===== src/rtl/mult_share_arbiter.sv =====
// Round-robin front end that time-shares one combinational multiplier
// between two requesters and returns each product as a one-cycle pulse.
//
// Ports:
//   clk, rst_n            clock, async active-low reset
//   reqN_valid/a/b/ready  operand handshake for requester N (N = 0, 1)
//   rspN_valid/product    response pulse and held product for requester N
//   mul_a, mul_b          registered operands to the shared multiplier
//   mul_product           product returned by the shared multiplier
//   busy                  an operation is in flight
module mult_share_arbiter #(
    parameter int WIDTH   = 4,
    parameter int MUL_LAT = 1
) (
    input  logic               clk,
    input  logic               rst_n,
    input  logic               req0_valid,
    input  logic [WIDTH-1:0]   req0_a,
    input  logic [WIDTH-1:0]   req0_b,
    output logic               req0_ready,
    input  logic               req1_valid,
    input  logic [WIDTH-1:0]   req1_a,
    input  logic [WIDTH-1:0]   req1_b,
    output logic               req1_ready,
    output logic               rsp0_valid,
    output logic [2*WIDTH-1:0] rsp0_product,
    output logic               rsp1_valid,
    output logic [2*WIDTH-1:0] rsp1_product,
    output logic [WIDTH-1:0]   mul_a,
    output logic [WIDTH-1:0]   mul_b,
    input  logic [2*WIDTH-1:0] mul_product,
    output logic               busy
);

    // MUL_LAT must be at least 1; the counter must hold MUL_LAT itself.
    localparam int CW = (MUL_LAT < 2) ? 1 : $clog2(MUL_LAT + 1);

    typedef enum logic {
        S_IDLE = 1'b0,
        S_WAIT = 1'b1
    } state_t;

    state_t        state;
    state_t        state_nx;
    logic [CW-1:0] cnt;
    logic          last_grant;
    logic          owner;
    logic          win0;
    logic          win1;
    logic          hs0;
    logic          hs1;
    logic          done;

    // Requester 1 takes a tie only when requester 0 was served last.
    assign win1 = req1_valid & (~req0_valid | ~last_grant);
    assign win0 = req0_valid & ~win1;

    assign hs0  = req0_valid & req0_ready;
    assign hs1  = req1_valid & req1_ready;
    assign done = (state == S_WAIT) && (cnt == CW'(1));

    // State register
    always_ff @(posedge clk or negedge rst_n) begin
        if (!rst_n) begin
            state <= S_IDLE;
        end else begin
            state <= state_nx;
        end
    end

    // Next-state logic
    always_comb begin
        state_nx = state;
        unique case (state)
            S_IDLE: if (hs0 | hs1) state_nx = S_WAIT;
            S_WAIT: if (done)      state_nx = S_IDLE;
            default:               state_nx = S_IDLE;
        endcase
    end

    // Outputs; ready is held low while reset is asserted.
    always_comb begin
        req0_ready = rst_n & (state == S_IDLE) & win0;
        req1_ready = rst_n & (state == S_IDLE) & win1;
        busy       = (state == S_WAIT);
    end

    // Operand capture, settle counter and response capture
    always_ff @(posedge clk or negedge rst_n) begin
        if (!rst_n) begin
            cnt          <= '0;
            last_grant   <= 1'b1;
            owner        <= 1'b0;
            mul_a        <= '0;
            mul_b        <= '0;
            rsp0_valid   <= 1'b0;
            rsp1_valid   <= 1'b0;
            rsp0_product <= '0;
            rsp1_product <= '0;
        end else begin
            rsp0_valid <= done & ~owner;
            rsp1_valid <= done & owner;
            if (hs0 | hs1) begin
                mul_a <= hs1 ? req1_a : req0_a;
                mul_b <= hs1 ? req1_b : req0_b;
                owner <= hs1;
                cnt   <= CW'(MUL_LAT);
            end else if (done) begin
                last_grant <= owner;
                if (owner) begin
                    rsp1_product <= mul_product;
                end else begin
                    rsp0_product <= mul_product;
                end
            end else if (state == S_WAIT) begin
                cnt <= cnt - CW'(1);
            end
        end
    end

endmodule


===== config.mk =====
export PLATFORM = sky130hd
export DESIGN_NAME = mult_share_arbiter
export DESIGN_NICKNAME = d
export VERILOG_FILES = /design/src/rtl/mult_share_arbiter.sv
export SDC_FILE = /design/constraint.sdc
export NUM_CORES = 1
export LEC_CHECK = 0
export ABC_CLOCK_PERIOD_IN_PS = 3380
export BUFFER_PORTS_ARGS = -buffer_cell sky130_fd_sc_hd__clkbuf_2
export CAP_MARGIN = 20
export CORE_UTILIZATION = 49
export DETAILED_ROUTE_END_ITERATION = 10
export HOLD_SLACK_MARGIN = 0.15
export PLACE_DENSITY = 0.91
export SLEW_MARGIN = 10
export SYNTH_ARGS = -nofsm -noshare
export SYNTH_HDL_FRONTEND = slang
export SYNTH_SLANG_ARGS = --single-unit

===== constraint.sdc =====
create_clock -name clk -period 3.38 [get_ports clk]
set_clock_uncertainty 0.2 [all_clocks]
set_input_delay 0.676 -clock clk [delete_from_list [all_inputs] [get_ports clk]]
set_output_delay 0.676 -clock clk [all_outputs]
set_load 0.01 [all_outputs]

==> run_results.csv, run 1 <==
group,metric,value,unit
clocking,cts_hold_buf,0,
clocking,cts_tree,"built",
yosys,seq_area_frac_synth,0.602,
routing,ant_nets,0,
sta,holdWs,165,ps
routing,drc_errors,0,
critical_path,worstSetupPathType,"input pin to output pin",
cells_and_area,nFillCells,182,
critical_path,crit-reg2reg-launch,"busy",
critical_path,cp.required,2500,ps
clocking,cts_buffers,5,
global_routing,grt.total_usage,0.194,
power_and_ir_drop,clockPowerShare,0.207,
clocking,cts_root_buffer,"clkbuf_4",
critical_path,cp_data_arrival_time,1580,ps
clocking,cts_resized,0,
sta,hold_viol_final,0,
sta,slew_headroom,0.620,
critical_path,reg2reg_to,"mul_a[3]",
power_and_ir_drop,sw_frac_of_total,0.300,
power_and_ir_drop,leakage,0.856,nW
floorplanning,design.core.area,2300,sq um
floorplanning,dieArea,2750,sq um
floorplanning,pin_count,57,
critical_path,r2r_cells,3,
hold_path,hold_class,"input pin to asynchronous set/reset pin",
yosys,synth_cell_types,20,
power_and_ir_drop,intPower,0.736,mW
sta,rsz0062_at_grt,"false",
placement,postPlaceCellArea,1550,sq um
global_routing,grt_antenna_before_repair,0,
sta,finalMaxSlewViolations,0,
yosys,ys_seq_elements,30,
routing,wl,2290,um
placement,place.gp.congestion,0.708,
clocking,htreeDepth,2,
clocking,post_cts_buffers,0,
routing,vias,890,
clocking,path_clk_slew,90,ps
cells_and_area,layout.nets,173,
clocking,clock_sinks,30,
cells_and_area,drive_gt1_frac,0.582,
routing,viasPerCell,5.11,
cells_and_area,n_antenna_cell,0,
yosys,ys.warnings.count,0,
routing,drtIter0Drc,9,
floorplanning,initial_core_util,0.544,
critical_path,crit_start,"rst_n",
floorplanning,die_w,52.5,um
yosys,syn_nets,112,
floorplanning,die_y,52.5,um
sta,timing.final.ws_setup,925,ps
power_and_ir_drop,pwr-share-seq,0.490,
sta,tightest_slew,566,ps
power_and_ir_drop,p_sw,0.315,mW
sta,fmaxAchievable,407,MHz
critical_path,critPathLaunchType,"input pin",
critical_path,rrSetupSlack,1670,ps
routing,detail_route.wl_per_cell,13.2,um
power_and_ir_drop,comb_power_share,0.303,
yosys,synth_area_per_cell,14.9,sq um
placement,dpl.hpwl,1750,um
cells_and_area,regArea,752,sq um
critical_path,path_max_fanout,31,
cells_and_area,fin_area,1610,sq um
run_status,outcome,"finished, final reports clean",
job,maxCapViolCount,0,
placement,pre_cts_ws,893,ps
floorplanning,rows,17,
clocking,clk_path_buf_depth,2,
cells_and_area,area_growth,28.6,%
sta,setup_viol,0,
clocking,clock_latency,320,ps
yosys,postSynthCellCount,84,
critical_path,crit_path_end_kind,"output pin",
sta,min_period_over_period,0.726,
power_and_ir_drop,peakVddDrop,0.486,mV
global_routing,grt_pass1_vias,830,
global_routing,grt_pass1_wl,3690,um
placement,port_buffers,56,
global_routing,overflow,0,
sta,min_period,2460,ps
sta,fin_setup_tns,0,ps
power_and_ir_drop,power_density,655,nW/um^2
global_routing,grt_max_degree,32,
cells_and_area,multiInputGateArea,459,sq um
yosys,syn_area,1250,sq um
routing,dr.pass1.iters,4,
cell usage in the layout, fill, tap and decap left out, types with 2 or more instances in the layout:
master    count
clkbuf_2     56
a221o_1       6
nor2_1        2
nand2_1       5
mux2_4        8
dfrtp_1      29
nor2b_1       2
nor3b_1       6
mux2_1        2
clkbuf_4      5
inv_1         3
mux2_2       10
state kept, by name, summed over array words and instances, names as in the netlist:
signal and cells:
rsp0_product 8, rsp1_product 8, mul_a 4, mul_b 4
busy 1, cnt 1, last_grant 1, owner 1
rsp0_valid 1, rsp1_valid 1
layer usage:
metal,up-vias,GRT usage,share of wire
met4,0,0.0526,0.012
li1,419,-,-
met1,413,0.262,0.45
met3,5,0.0783,0.10
met2,53,0.291,0.44
met5,-,0,0
how the worst max path moves through the flow:
stage / depth (start not counted) / end / slack, ps
floorplan: 3 / req0_ready / 1400
global placement: 5 / req0_ready / 930
detailed placement: 5 / req0_ready / 890
CTS: 5 / req0_ready / 890
global route: 5 / req0_ready / 780
finish: 5 / req0_ready / 920
critical path, stage by stage:
cell	delay, ps
clkbuf_2	90
buf_4	340
nand3b_4	200
nor2_1	130
clkbuf_2	130
cells in the mapped netlist (all sizes together):
cell type / count / area, sq um
clkbuf: 1 / 3.75
buf: 2 / 22.5
or2: 1 / 6.26
and3: 1 / 6.26
a21o: 1 / 7.51
nand2: 5 / 18.8
nor2: 2 / 7.51
o21ai: 2 / 10.0
a221o: 6 / 60.1
dfstp: 1 / 26.3
dfrtp: 29 / 726
nor3b: 6 / 45.0
mux2: 20 / 255
nor2b: 2 / 12.5
nand3: 1 / 10.0
inv: 3 / 11.3
nand3b: 1 / 20.0
power by group through the flow:
| stage | logic, mW | clock network, mW | registers (mW) |
|---|---|---|---|
| floorplan | 0.141 | 0 | 0.561 |
| global placement | 0.313 | 0 | 0.519 |
| detailed placement | 0.325 | 0 | 0.521 |
| CTS | 0.324 | 0.223 | 0.517 |
| global route | 0.346 | 0.235 | 0.528 |
| finish | 0.318 | 0.217 | 0.516 |
metrics by stage:
step | cells | util | power [mW]
6_report | 174 | 0.699 | 1.05
4_1_cts | 174 | 0.699 | 1.06
3_3_place_gp | 166 | 0.673 | 0.832
2_1_floorplan | 84 | - | 0.702
3_5_place_dp | 166 | 0.673 | 0.845
5_1_grt | 174 | 0.699 | 1.11
logic make-up (layout without fill, tap and decap cells):
kind of cell / count (synthesis) / count (layout) / share of synthesized area
DFF: 30 / 30 / 0.602
muxes: 20 / 20 / 0.204
buffers and inverters: 6 / 68 / 0.0301
AOI/OAI and AO/OA: 9 / 9 / 0.0621
and+or+nand+nor: 19 / 19 / 0.101
cell type report:
class,instances,share of cell area
tap,28,0.0218
inverter,3,0.00701
clock inverter,1,0.00312
clock buffer,7,0.0343
sequential,30,0.468
multi-input combinational,48,0.286
timing repair buffer,57,0.179
Power figures use the tool's default switching activity.
==> run 2, diff against run 1 <==
Settings changed: ABC_CLOCK_PERIOD_IN_PS 3380 to 2000, CORE_UTILIZATION 49 to 41, PLACE_DENSITY 0.91 to 0.82.
Clock period 3.38 ns to 2 ns, I/O delays scaled along.
==> run 2 against run 1 <==
Against the previous run:
- the flow now finishes with violations (design-rule violations)
- critical endpoint is now req1_ready
- critical path depth decreased by 2
- final cell count increased by 13%
- final area increased by 13%
- routed wire length increased by 22%
- first-iteration DRC count increased to 6.4 times the previous value
- highest routed layer unchanged
- utilization decreased by 6.0 points
- non-clock buffer count increased by 20
- critical path type is now register to output pin
- sequential power increased by 69%
- combinational power increased by 82%
- clock-buffer cell count unchanged
==> run_results.csv, run 2 (same netlist as run 1, synthesis figures left out) <==
group,metric,value,unit
run_status,outcome,"finished with violations",
run_status,violations,"design-rule violations",
sta,hold_viol_final,0,
cells_and_area,area_growth,44.8,%
critical_path,critPathLaunchType,"register",
floorplanning,pin_count,57,
placement,dpl.hpwl,1820,um
cells_and_area,layout_common_cells,"clkbuf_2 (56), dfrtp_1 (28), dlygate4sd3_1 (17)",
cells_and_area,n_antenna_cell,0,
routing,viasPerCell,5.07,
floorplanning,initial_core_util,0.441,
critical_path,cp_data_arrival_time,1330,ps
routing,wl,2800,um
critical_path,critPathTopFamily,"flip-flops",
routing,dr.pass1.iters,7,
critical_path,cp.required,1400,ps
power_and_ir_drop,pwr-share-seq,0.481,
critical_path,critPathSlowestCell,"dfrtp_2",
global_routing,overflow,0,
routing,vias,999,
cells_and_area,layout.nets,193,
clocking,cts_buffers,5,
hold_path,hold_class,"input pin to register",
power_and_ir_drop,power_density,1000,nW/um^2
global_routing,grt_pass1_wl,4390,um
global_routing,grt_pass1_vias,1017,
sta,finalMaxSlewViolations,0,
power_and_ir_drop,sw_frac_of_total,0.298,
critical_path,worstSetupPathType,"register to output pin",
power_and_ir_drop,total_power,1.82,mW
power_and_ir_drop,comb_power_share,0.319,
floorplanning,design.core.area,2830,sq um
clocking,cts_root_buffer,"clkbuf_4",
placement,postPlaceCellArea,1560,sq um
critical_path,critical_path.max_stage_delay,460,ps
clocking,clk_path_buf_depth,2,
floorplanning,dieArea,3270,sq um
placement,place.gp.congestion,0.788,
power_and_ir_drop,clockPowerShare,0.200,
floorplanning,die_w,57.2,um
cells_and_area,reg_top3,"rsp0_product x8, rsp1_product x8",
global_routing,grt_antenna_before_repair,0,
power_and_ir_drop,leakage,0.940,nW
sta,holdWs,233,ps
routing,drc_errors,7,
global_routing,grt_max_degree,31,
critical_path,path_max_fanout,7,
cells_and_area,drive_gt1_frac,0.542,
cells_and_area,layout.cells.most_common,"clkbuf_2",
routing,ant_nets,0,
cells_and_area,fin_area,1810,sq um
sta,min_period,1930,ps
job,maxCapViolCount,0,
critical_path,crit_path_end_kind,"output pin",
power_and_ir_drop,p_sw,0.541,mW
power_and_ir_drop,peakVddDrop,0.641,mV
routing,drtIter0Drc,58,
global_routing,grt.total_usage,0.184,
clocking,cts_tree,"built",
sta,tightest_slew,581,ps
floorplanning,die_y,57.2,um
clocking,path_clk_slew,80,ps
placement,port_buffers,56,
critical_path,crit_chain,"nor2b_1, and3_4, clkbuf_2",
clocking,clock_sinks,30,
clocking,htreeDepth,2,
clocking,clock_latency,320,ps
cells_and_area,utilization,0.639,
sta,fmaxAchievable,518,MHz
routing,detail_route.wl_per_cell,14.2,um
floorplanning,rows,19,
sta,slew_headroom,0.610,
sta,min_period_over_period,0.966,
critical_path,path_buf_inv,1,
power_and_ir_drop,intPower,1.27,mW
sta,setup_viol,0,
[run 2: changes by cell type in the layout (fill, tap and decap cells not counted)]
cell           before  now
and3_1              1    0
and3_4              0    1
buf_4               1    4
dfrtp_1            29   28
dfrtp_2             0    1
dlygate4sd3_1       0   17
[run 2: path summary, 6_finish.rpt]
check,start,end,slack (ps),depth (start not counted)
worst max-delay path,busy,req1_ready,70,3
min in group asynchronous,rst_n,mul_a[0],500,3
max in group asynchronous,rst_n,last_grant,800,3
worst min-delay path,req0_a[3],mul_a[3],230,3
worst min register to register,last_grant,last_grant,280,2
worst max register to register,busy,mul_b[3],330,4
[run 2: worst register-to-register path: stages (launching register included)]
cell	delay [ps]
dfrtp_2	460
nor2b_1	180
and3_4	240
buf_4	140
mux2_2	340
[run 2: metal layers]
layer | GRT usage | vias up | share of wire
li1 | - | 460 | -
met1 | 0.201 | 471 | 0.41
met2 | 0.316 | 62 | 0.48
met3 | 0.0771 | 6 | 0.084
met4 | 0.0767 | 0 | 0.022
met5 | 0 | - | 0
[run 2: layout make-up]
type                       instances  area [sq um]
fill                             209          1020
sequential                        30           753
timing repair buffer              77           480
multi-input combinational         48           464
clock buffer                       7          55.1
tap                               31          38.8
inverter                           3          11.3
clock inverter                     1          5.00
[run 2: per-stage QoR]
stage / cells / setup TNS, ps / setup WS, ps
after floorplan: 84 / 0 / 431
after global placement: 170 / 0 / 180
after detailed placement: 170 / 0 / 110
after CTS: 195 / 0 / 5.27
after global routing: 197 / -6.87 / -6.87
final: 197 / 0 / 68.7
[run 2: power by group through the flow]
stage	sequential, mW	combinational [mW]	clock [mW]
after floorplan	0.948	0.238	0
after global placement	0.874	0.539	0
after detailed placement	0.880	0.550	0
after CTS	0.873	0.580	0.384
after global routing	0.893	0.623	0.410
final	0.873	0.579	0.364
[run 2: timing repair]
action / CTS / global route
pin swaps: 1 / 1
endpoints found under the hold margin: 53 / 0
buffers inserted: 0 / 2
resized for setup: 3 / 0
hold buffers: 17 / 0
endpoints found under the setup margin: 1 / 1
cloned: 0 / 0
